[src/rtl/uart_rx_frontend_if.sv]
// Received-byte hand-off between the UART receiver (master) and its consumer (slave).
interface uart_rx_frontend_if;
  logic [7:0] data_out;
  logic       data_valid;
  logic       data_ack;

  modport master (output data_out, output data_valid, input data_ack);
  modport slave  (input data_out, input data_valid, output data_ack);
endinterface

[src/rtl/uart_rx_frontend.sv]
// 16x-oversampling UART receiver with a single-entry holding register and overrun/framing flags.
// Optional even-parity checking is enabled by defining UART_RX_PARITY_EN.
module uart_rx_frontend #(
  parameter int unsigned OVS_DIV   = 27,
  parameter int unsigned DATA_BITS = 8
) (
  input  logic               clock,
  input  logic               resetn,
  input  logic               rx,
  uart_rx_frontend_if.master bus,
  output logic               framing_error,
  output logic               overrun,
  output logic [2:0]         state
`ifdef UART_RX_PARITY_EN
  ,
  output logic               parity_error
`endif
);

  localparam int unsigned TICK_W = (OVS_DIV > 1) ? $clog2(OVS_DIV) : 1;
  localparam int unsigned SAMP_W = 4;
  localparam int unsigned BIT_W  = 3;
  localparam int unsigned BYTE_W = 8;

  typedef enum logic [2:0] {
    S_IDLE   = 3'b000,
    S_START  = 3'b001,
    S_DATA   = 3'b010,
`ifdef UART_RX_PARITY_EN
    S_PARITY = 3'b011,
`endif
    S_STOP   = 3'b100
  } state_t;

  state_t              r_state;
  state_t              w_state_nxt;
  logic                r_rx_meta;
  logic                r_rx_sync;
  logic                r_rx_prev;
  logic [TICK_W-1:0]   r_tick_cnt;
  logic [SAMP_W-1:0]   r_samp_cnt;
  logic [BIT_W-1:0]    r_bit_cnt;
  logic [BYTE_W-1:0]   r_shift;
  logic [BYTE_W-1:0]   r_data;
  logic                r_valid;
  logic                r_ferr;
  logic                r_ovr;
  logic                w_fall;
  logic                w_tick;
  logic                w_half;
  logic                w_mid;
  logic                w_ack;
  logic                w_samp_clr;
  logic                w_shift_en;
  logic                w_done;
  logic                w_ferr;
`ifdef UART_RX_PARITY_EN
  logic                r_perr;
  logic                r_par_bad;
  logic                w_perr;
`endif

  // Two-flop synchronizer plus one history flop for falling-edge detection
  always_ff @(posedge clock or negedge resetn) begin
    if (!resetn) begin
      r_rx_meta <= 1'b1;
      r_rx_sync <= 1'b1;
      r_rx_prev <= 1'b1;
    end else begin
      r_rx_meta <= rx;
      r_rx_sync <= r_rx_meta;
      r_rx_prev <= r_rx_sync;
    end
  end

  assign w_fall = r_rx_prev & ~r_rx_sync;
  assign w_tick = (r_state != S_IDLE) && (r_tick_cnt == TICK_W'(OVS_DIV - 1));
  assign w_half = w_tick && (r_samp_cnt == SAMP_W'(7));
  assign w_mid  = w_tick && (r_samp_cnt == SAMP_W'(15));
  assign w_ack  = bus.data_ack & r_valid;

  always_ff @(posedge clock or negedge resetn) begin
    if (!resetn) r_state <= S_IDLE;
    else         r_state <= w_state_nxt;
  end

  always_comb begin
    w_state_nxt = r_state;
    w_samp_clr  = 1'b0;
    w_shift_en  = 1'b0;
    w_done      = 1'b0;
    w_ferr      = 1'b0;
`ifdef UART_RX_PARITY_EN
    w_perr      = 1'b0;
`endif
    unique case (r_state)
      S_IDLE: begin
        if (w_fall) w_state_nxt = S_START;
      end
      S_START: begin
        if (w_half) begin
          w_samp_clr  = 1'b1;
          w_state_nxt = r_rx_sync ? S_IDLE : S_DATA;
        end
      end
      S_DATA: begin
        if (w_mid) begin
          w_shift_en = 1'b1;
          if (r_bit_cnt == BIT_W'(DATA_BITS - 1)) begin
`ifdef UART_RX_PARITY_EN
            w_state_nxt = S_PARITY;
`else
            w_state_nxt = S_STOP;
`endif
          end
        end
      end
`ifdef UART_RX_PARITY_EN
      S_PARITY: begin
        if (w_mid) begin
          w_perr      = ^{r_shift, r_rx_sync};
          w_state_nxt = S_STOP;
        end
      end
`endif
      S_STOP: begin
        if (w_mid) begin
          w_state_nxt = S_IDLE;
          w_ferr      = ~r_rx_sync;
`ifdef UART_RX_PARITY_EN
          w_done      = r_rx_sync & ~r_par_bad;
`else
          w_done      = r_rx_sync;
`endif
        end
      end
      default: w_state_nxt = S_IDLE;
    endcase
  end

  // Counters run only inside a frame and are held at zero in IDLE
  always_ff @(posedge clock or negedge resetn) begin
    if (!resetn) begin
      r_tick_cnt <= '0;
      r_samp_cnt <= '0;
      r_bit_cnt  <= '0;
    end else if (r_state == S_IDLE) begin
      r_tick_cnt <= '0;
      r_samp_cnt <= '0;
      r_bit_cnt  <= '0;
    end else begin
      if (w_tick) r_tick_cnt <= '0;
      else        r_tick_cnt <= r_tick_cnt + TICK_W'(1);
      if (w_samp_clr)  r_samp_cnt <= '0;
      else if (w_tick) r_samp_cnt <= r_samp_cnt + SAMP_W'(1);
      if (w_shift_en) r_bit_cnt <= r_bit_cnt + BIT_W'(1);
    end
  end

  // Holding register: a same-cycle ack frees the slot for the incoming byte
  always_ff @(posedge clock or negedge resetn) begin
    if (!resetn) begin
      r_shift <= '0;
      r_data  <= '0;
      r_valid <= 1'b0;
      r_ferr  <= 1'b0;
      r_ovr   <= 1'b0;
    end else begin
      r_ferr <= w_ferr;
      if (w_shift_en) r_shift <= {r_rx_sync, r_shift[BYTE_W-1:1]};
      if (w_done && (!r_valid || w_ack)) begin
        r_data  <= r_shift;
        r_valid <= 1'b1;
      end else if (w_ack) begin
        r_valid <= 1'b0;
      end
      if (w_ack)                  r_ovr <= 1'b0;
      else if (w_done && r_valid) r_ovr <= 1'b1;
    end
  end

`ifdef UART_RX_PARITY_EN
  // A bad parity bit poisons the frame until it ends
  always_ff @(posedge clock or negedge resetn) begin
    if (!resetn) begin
      r_perr    <= 1'b0;
      r_par_bad <= 1'b0;
    end else begin
      r_perr <= w_perr;
      if (r_state == S_IDLE) r_par_bad <= 1'b0;
      else if (w_perr)       r_par_bad <= 1'b1;
    end
  end

  assign parity_error = r_perr;
`endif

  assign bus.data_out   = r_data;
  assign bus.data_valid = r_valid;
  assign framing_error  = r_ferr;
  assign overrun        = r_ovr;
  assign state          = r_state;

endmodule

[src/flat_wrapper.sv]
// flat-port wrapper written by rule: the top's interface ports become plain ports
module uart_rx_frontend_flat 
#(
  parameter int unsigned OVS_DIV   = 27,
  parameter int unsigned DATA_BITS = 8
)
  (clock, resetn, rx, framing_error, overrun, state, bus_data_out, bus_data_valid, bus_data_ack);
  uart_rx_frontend_if bus_i ();
  input  logic clock;
  input  logic resetn;
  input  logic rx;
  output logic framing_error;
  output logic overrun;
  output logic [2:0] state;
  output wire logic [$bits(bus_i.data_out)-1:0] bus_data_out;
  output wire logic [$bits(bus_i.data_valid)-1:0] bus_data_valid;
  input wire logic [$bits(bus_i.data_ack)-1:0] bus_data_ack;
  assign bus_data_out = bus_i.data_out;
  assign bus_data_valid = bus_i.data_valid;
  assign bus_i.data_ack = bus_data_ack;
  uart_rx_frontend #(.OVS_DIV(OVS_DIV), .DATA_BITS(DATA_BITS)) u_core (.clock(clock), .resetn(resetn), .rx(rx), .bus(bus_i), .framing_error(framing_error), .overrun(overrun), .state(state));
endmodule
[config.mk]
export PLATFORM = sky130hd
export DESIGN_NAME = uart_rx_frontend_flat
export DESIGN_NICKNAME = d
export VERILOG_FILES = /design/src/rtl/uart_rx_frontend_if.sv /design/src/rtl/uart_rx_frontend.sv /design/src/flat_wrapper.sv
export SDC_FILE = /design/constraint.sdc
export NUM_CORES = 1
export LEC_CHECK = 0
export ABC_CLOCK_PERIOD_IN_PS = 1900
export BUFFER_PORTS_ARGS = -buffer_cell sky130_fd_sc_hd__buf_2
export CORE_ASPECT_RATIO = 0.8
export CORE_UTILIZATION = 51
export CTS_BUF_LIST = sky130_fd_sc_hd__clkbuf_16
export DETAILED_ROUTE_END_ITERATION = 7
export PLACE_DENSITY = 0.71
export SYNTH_ARGS = -nofsm -noshare
export SYNTH_HDL_FRONTEND = slang
export SYNTH_SLANG_ARGS = --single-unit
[constraint.sdc]
create_clock -name clock -period 1.9 [get_ports clock]
set_clock_uncertainty 0.05 [all_clocks]
set_input_delay 0.38 -clock clock [delete_from_list [all_inputs] [get_ports clock]]
set_output_delay 0.38 -clock clock [all_outputs]
set_load 0.1 [all_outputs]
==> key figures, run 1 <==
Clocking
  – CTS sink cnt: 37
  – Clk root buf: clkbuf_16
  – Number of buffers created by CTS: 5
  – Worst skew pair latency: 0.28 ns
  – Hold-fix buffers, CTS: 0
  – H-Tree Depth: 2
  – Clock slew at reported path FFs: 0.05 ns
  – CTS tree: built
  – Clock buffer depth: 2

Floorplanning
  – Boundary pin count: 18
  – Row count: 17
  – Die Width: 64.8 um
  – Initial Utilization: 56.0%
  – Die Area: 3380 um^2
  – Core Region: 2870 um^2
  – Die Ht: 52.2 um

Global routing
  – Vias in the first global route: 1011
  – Largest net degree at the start of global routing: 30
  – Initial antenna violation count: 0
  – Total grt overflow: 0
  – Global-route wire length before repair: 4.71 mm
  – GR Util All Layers: 19.6%

Routing
  – Final ANT Viol Nets: 0
  – Initial DRC count: 68
  – Final wirelength: 2.94 mm
  – Pre-Repair DR Iteration Count: 4
  – Via count: 1080
  – Routed len/inst: 15.0 um
  – Vias/cell: 5.51
  – Detailed-route DRC error count: 0

Logic synthesis
  – Async SR Flop Fraction: 100%
  – Mapped Cells: 127
  – Syn Area/Cell: 12.7 um^2
  – Seq/Total Area, Yosys: 57.8%
  – Post-synth top area share: 52.9%
  – Synth Net Count: 136
  – Yosys top cell by area: dfrtp_1
  – Top post-synthesis cells by area: dfrtp_1, mux2_2, dfstp_2
  – Top FF cell, synth: dfrtp_1
  – Count leader, synth: dfrtp_1
  – Top cells by count, synth: dfrtp_1, nand2_1, nor2_1, mux2_2
  – Mapped Area: 1610 um^2
  – Synth Warn #: 0
  – Number of library cell types mapped by synthesis: 34
  – Seq cells post-synth: 37
  – Post-synth EDFFs: 0

Setup path
  – WP data required: 2.01 ns
  – Critical Path Sink Type: flop
  – Worst R2R Setup Slack: 0.07 ns
  – Max stage delay cell, worst path: dfrtp_1
  – Crit path depth: 7
  – Slowest Stage Delay on Critical Path: 0.37 ns
  – Buffers & Inverters on Critical Path: 2
  – Worst Setup Path Type: flop to flop
  – Worst-path fanout max: 8
  – Worst-path cell chain: inv_1, ha_1, and4b_1, nand4_1, a21oi_4, buf_12, mux2_2
  – Top delay family on crit path: simple AND/OR/NAND/NOR gates
  – Startpoint class of the critical path: flop
  – Critical path arrival: 1.95 ns
  – R2R cell count: 7

STA
  – Slew Limit Fails: 0
  – RSZ-0062 raised after global routing: false
  – Post-route setup TNS: 0 ns
  – Max-slew headroom: 58.2%
  – Final hold vios: 0
  – Worst Max-Slew Pin Slew: 0.628 ns
  – Final setup violation count: 0
  – Max frequency: 545 MHz
  – Final hold slack: 0.0730 ns
  – Post-route clock period utilization: 96.5%
  – Final min period: 1.83 ns

Layout
  – Share of layout cells above drive strength 1: 37.3%
  – Fill cells: 207
  – Non-Filler Instances: 196
  – Ant diodes: 0
  – Design area: 1990 um^2
  – Area growth syn-to-layout: 23.7%
  – Layout Nets: 166

Power
  – Switching power: 467 uW
  – LEAKAGE: 1.00 nW
  – Logic pwr share: 10.6%
  – Clock power frac: 44.2%
  – Switching share of power: 23.2%
  – Total power: 2.01 mW
  – Internal power: 1.55 mW
  – Worst VDD drop: 0.000658 V
  – Pwr dens: 1010 nW/um^2
  – Seq pwr share: 45.2%

Placed design
  – Dpl cells: 187
  – Final Wtd Congestion: 0.825
  – PortBufs: 17
  – Post-DP HPWL: 2.06 mm
  – Area after DPL: 1800 um^2

Worst hold path
  – Hold Path Class: primary input to asynchronous set/reset pin

Run status
  – Status: finished clean

Job
  – Max-Cap Viols: 0
## cell families after synthesis
kind of cell | Yosys count | synth area share (%)
and+or+nand+nor | 44 | 14.9
muxes | 18 | 13.6
xor gates and xnor gates | 4 | 2.18
buffers and inverters | 6 | 1.94
AOI/OAI and AO/OA | 13 | 5.68
DFF | 37 | 57.8
adders and majority gates | 5 | 3.89
## metal layers
layer	track usage (%)	vias up	routed length (um)
met4	11.1	0	78
li1	-	503	-
met1	24.6	536	1270
met2	30.9	34	1460
met5	0	-	0
met3	5.22	7	131
## metrics by stage
stage,utilization [%],setup WS (ns)
2_1_floorplan,-,-0.0124
3_3_place_gp,62.7,0.111
3_5_place_dp,62.7,0.0713
4_1_cts,68.4,0.0203
5_1_grt,69.3,0.00585
6_report,69.3,0.0662
## repair_timing
item / CTS / global route
endpoints found under the setup margin: 0 / 8
buffers inserted: 0 / 1
gates resized for setup: 0 / 2
## area by class of cell
class	count	area, um^2	share of cell area (%)
Timing Repair Buffer	25	170	8.55
Clock inverter	3	37.5	1.89
Inverter	4	15.0	0.755
Sequential cell	37	941	47.3
Multi-Input combinational cell	84	653	32.8
Clock buffer	5	125	6.29
Tap cell	38	47.5	2.39
## cell usage in the layout, fill, tap and decap left out, types with 2 or more instances in the layout
cell,instances
a21oi_1,4
ha_1,5
buf_12,2
nand2b_1,2
xor2_1,3
nand4b_1,2
o21ai_0,4
nand4_1,2
nor2_1,12
mux2_4,6
buf_2,17
clkbuf_16,5
dfrtp_1,31
mux2_2,10
nand2_1,13
inv_1,5
buf_4,6
dfstp_2,3
dfrtp_4,3
mux2i_1,2
nand3_1,3
## power groups by stage
stage                     Combinational, mW  Sequential, mW  Clock (mW)
after floorplan                       0.114           0.939           0
after global placement                0.200           0.920           0
after detailed placement              0.212           0.922           0
after CTS                             0.215           0.909       0.911
after global routing                  0.234           0.919       0.949
final                                 0.213           0.911       0.892
## worst paths after layout
kind	to	start
worst min-delay path	u_core.r_bit_cnt[1]$_DFFE_PN0P_	resetn
max in group asynchronous	u_core.bus.data_out[0]$_DFFE_PN0P_	resetn
min in group clock	u_core.r_rx_meta$_DFF_PN1_	rx
worst max-delay path	u_core.bus.data_out[4]$_DFFE_PN0P_	u_core.r_tick_cnt[0]$_DFF_PN0_
worst min register to register	u_core.r_rx_sync$_DFF_PN1_	u_core.r_rx_meta$_DFF_PN1_
worst max register to register	u_core.bus.data_out[4]$_DFFE_PN0P_	u_core.r_tick_cnt[0]$_DFF_PN0_
## worst reg2reg max path: stages, from the launching register on
cell     delay [ns]
dfrtp_1        0.37
inv_1          0.06
ha_1           0.17
and4b_1        0.24
nand4_1        0.18
a21oi_4        0.18
buf_12         0.14
mux2_2         0.33
## flip-flops by register name, indices dropped and copies added, names as in the netlist
| register | count |
|---|---|
| u_core.r_rx_prev | 1 |
| u_core.bus.data_valid | 1 |
| u_core.bus.data_out | 8 |
| u_core.framing_error | 1 |
| u_core.r_rx_sync | 1 |
| u_core.state | 3 |
| u_core.r_rx_meta | 1 |
| u_core.r_bit_cnt | 3 |
| u_core.r_tick_cnt | 5 |
| u_core.r_shift | 8 |
| u_core.r_samp_cnt | 4 |
| u_core.overrun | 1 |
Note: power is estimated with default switching activity, not from simulation.
==> run 2: changes to the inputs <==
--- a/config.mk
+++ b/config.mk
@@ -7,7 +7,8 @@
 export LEC_CHECK = 0
 export ABC_CLOCK_PERIOD_IN_PS = 1900
 export BUFFER_PORTS_ARGS = -buffer_cell sky130_fd_sc_hd__buf_2
-export CORE_ASPECT_RATIO = 0.8
+export CAP_MARGIN = 40
+export CORE_ASPECT_RATIO = 1.4
 export CORE_UTILIZATION = 51
 export CTS_BUF_LIST = sky130_fd_sc_hd__clkbuf_16
 export DETAILED_ROUTE_END_ITERATION = 7
==> run 2 against run 1 <==
Count of clock-buffer cells in the layout is the same. Highest routed layer unchanged. Non-clock buffer count is the same. First-iteration DRC count shrank 53%. Sequential share of layout area grew 1.0 points. Maximum frequency shrank 0.19%. Critical path depth shrank 1. Largest power group unchanged.
==> key figures, run 2 (synthesis gave the netlist of run 1 again) <==
Power
  – Seq pwr share: 48.0% (+2.8 points)
  – LEAKAGE: 0.989 nW (-1.1%)
  – Total power: 1.90 mW (-5.8%)
  – Clock power frac: 40.5% (-3.7 points)
  – Internal power: 1.42 mW (-8.6%)
  – Switching power: 483 uW (+3.4%)
  – Logic pwr share: 11.5% (+0.9 points)
  – Switching share of power: 25.4% (+2.3 points)
  – Pwr dens: 975 nW/um^2 (-3.8%)
  – Worst VDD drop: 0.00104 V (+58%)

Setup path
  – Critical Path Sink Type: flop
  – Top delay family on crit path: simple AND/OR/NAND/NOR gates
  – Critical R2R Launch: u_core.r_tick_cnt[0]$_DFF_PN0_
  – Critical Path Sink: u_core.bus.data_out[2]$_DFFE_PN0P_
  – Worst-path cell chain: inv_1, ha_1, and4b_1, nand4_1, a21oi_4, mux2_2
  – WP data required: 2.01 ns (about the same)
  – Worst-path fanout max: 8 (unchanged)
  – Crit path depth: 6 (-1)
  – Slowest Stage Delay on Critical Path: 0.38 ns (about the same)
  – Worst R2R Setup Slack: 0.06 ns (about the same)
  – Max stage delay cell, worst path: mux2_2
  – Worst R2R End: u_core.bus.data_out[2]$_DFFE_PN0P_
  – Worst setup path startpoint: u_core.r_tick_cnt[0]$_DFF_PN0_
  – Buffers & Inverters on Critical Path: 1 (-1)
  – Critical path arrival: 1.94 ns (about the same)
  – Worst Setup Path Type: flop to flop
  – Startpoint class of the critical path: flop
  – R2R cell count: 6 (-1)

Global routing
  – Total grt overflow: 0 (unchanged)
  – GR Util All Layers: 19.8% (+0.18 points)
  – Largest net degree at the start of global routing: 38 (+27%)
  – Global-route wire length before repair: 4.82 mm (+2.4%)
  – Initial antenna violation count: 0 (unchanged)
  – Vias in the first global route: 1035 (+2.4%)

Run status
  – Status: finished clean

STA
  – Final worst slack: 0.0628 ns (-0.00341 ns)
  – Final hold slack: 0.0872 ns (+0.0142 ns)
  – Post-route setup TNS: 0 ns (unchanged)
  – Max frequency: 544 MHz (-0.19%)
  – Final hold vios: 0 (unchanged)
  – Final setup violation count: 0 (unchanged)
  – Worst Max-Slew Pin Slew: 0.649 ns (+0.0213 ns)
  – Slew Limit Fails: 0 (unchanged)
  – Final min period: 1.84 ns (+0.00341 ns)
  – RSZ-0062 raised after global routing: true
  – Max-slew headroom: 56.4% (-1.8 points)
  – Post-route clock period utilization: 96.7% (+0.18 points)

Routing
  – Pre-Repair DR Iteration Count: 4 (unchanged)
  – Final wirelength: 2.95 mm (+0.31%)
  – Initial DRC count: 32 (-53%)
  – Detailed-route DRC error count: 0 (unchanged)
  – Via count: 1051 (-2.7%)
  – Vias/cell: 5.39 (-2.2%)
  – Routed len/inst: 15.1 um (+0.82%)
  – Final ANT Viol Nets: 0 (unchanged)

Clocking
  – CTS sink cnt: 37 (unchanged)
  – Clk root buf: clkbuf_16
  – CTS tree: built
  – H-Tree Depth: 2 (unchanged)
  – Hold-fix buffers, CTS: 0 (unchanged)
  – Clock slew at reported path FFs: 0.05 ns (about the same)
  – Number of buffers created by CTS: 5 (unchanged)
  – Clock buffer depth: 2 (unchanged)
  – Worst skew pair latency: 0.28 ns (about the same)

Placed design
  – Final Wtd Congestion: 0.852 (+3.3%)
  – Post-DP HPWL: 2.06 mm (-0.18%)
  – Dpl ws: 0.0106 ns (-0.0607 ns)
  – PortBufs: 17 (unchanged)

Floorplanning
  – Die Width: 49.5 um (-24%)
  – Row count: 23 (+6)
  – Die Ht: 68.4 um (+31%)
  – Boundary pin count: 18 (unchanged)
  – Initial Utilization: 54.8% (-1.2 points)
  – Die Area: 3380 um^2 (about the same)
  – Core Region: 2940 um^2 (+2.2%)

Layout
  – Ant diodes: 0 (unchanged)
  – Final Core Density: 66.4% (-2.9 points)
  – Share of layout cells above drive strength 1: 38.0% (+0.63 points)
  – Layout Nets: 166 (unchanged)
  – Area growth syn-to-layout: 21.2%
  – Most common cell after layout, fill and taps aside: dfrtp_1
  – Most frequent cells in the layout: dfrtp_1, buf_2, nand2_1, nor2_1, mux2_2

Job
  – Max-Cap Viols: 0 (unchanged)

Worst hold path
  – Hold Path Class: primary input to asynchronous set/reset pin
-- run 2: layout make-up --
class | count | area (um^2)
inverters | 4 | 15.0
multi-input cells | 84 | 649
clock inverters | 3 | 13.8
well taps | 37 | 46.3
flip-flops and latches | 37 | 941
repair buffers | 25 | 158
clock buffers | 5 | 125
fillers | 235 | 987
-- run 2: worst reg2reg max path, cell delays in order (launching register included) --
cell and delay, ns:
dfrtp_1 0.37, inv_1 0.07, ha_1 0.17, and4b_1 0.23, nand4_1 0.16, a21oi_4 0.29, mux2_2 0.38
-- run 2: through the flow --
stage / cell area (um^2) / instances
detailed placement: 1790 / 185
floorplan: 1620 / 127
global route: 1950 / 195
global placement: 1790 / 185
CTS: 1930 / 193
finish: 1950 / 195
-- run 2: timing repair --
| item | 4_1_cts | 5_1_grt |
|---|---|---|
| buffers inserted | 0 | 2 |
| pin swaps | 1 | 1 |
| cloned | 0 | 0 |
| endpoints found under the setup margin | 1 | 8 |
| gates resized for setup | 0 | 1 |
-- run 2: power by group through the flow --
| stage | logic [mW] | registers [mW] | clock network (mW) |
|---|---|---|---|
| 2_1_floorplan | 0.114 | 0.939 | 0 |
| 3_3_place_gp | 0.205 | 0.915 | 0 |
| 3_5_place_dp | 0.216 | 0.924 | 0 |
| 4_1_cts | 0.219 | 0.911 | 0.790 |
| 5_1_grt | 0.239 | 0.922 | 0.812 |
| 6_report | 0.218 | 0.912 | 0.768 |
-- run 2: how the worst min path moves through the flow --
stage / endpoint / slack [ns] / depth (start not counted)
after floorplan: u_core.bus.data_out[0]$_DFFE_PN0P_ / 0.03 / 0
after global placement: u_core.r_rx_sync$_DFF_PN1_ / 0.30 / 0
after detailed placement: u_core.r_rx_sync$_DFF_PN1_ / 0.30 / 0
after CTS: u_core.r_bit_cnt[1]$_DFFE_PN0P_ / 0.1 / 2
after global routing: u_core.r_bit_cnt[2]$_DFFE_PN0P_ / 0.13 / 2
final: u_core.r_bit_cnt[0]$_DFFE_PN0P_ / 0.09 / 2
-- run 2: per-layer routing --
metal,track usage [%],up-vias,routed length [um]
met3,5.11,7,123
li1,-,500,-
met2,33.4,24,1510
met1,23.1,520,1260
met4,10.7,0,61
met5,0,-,0
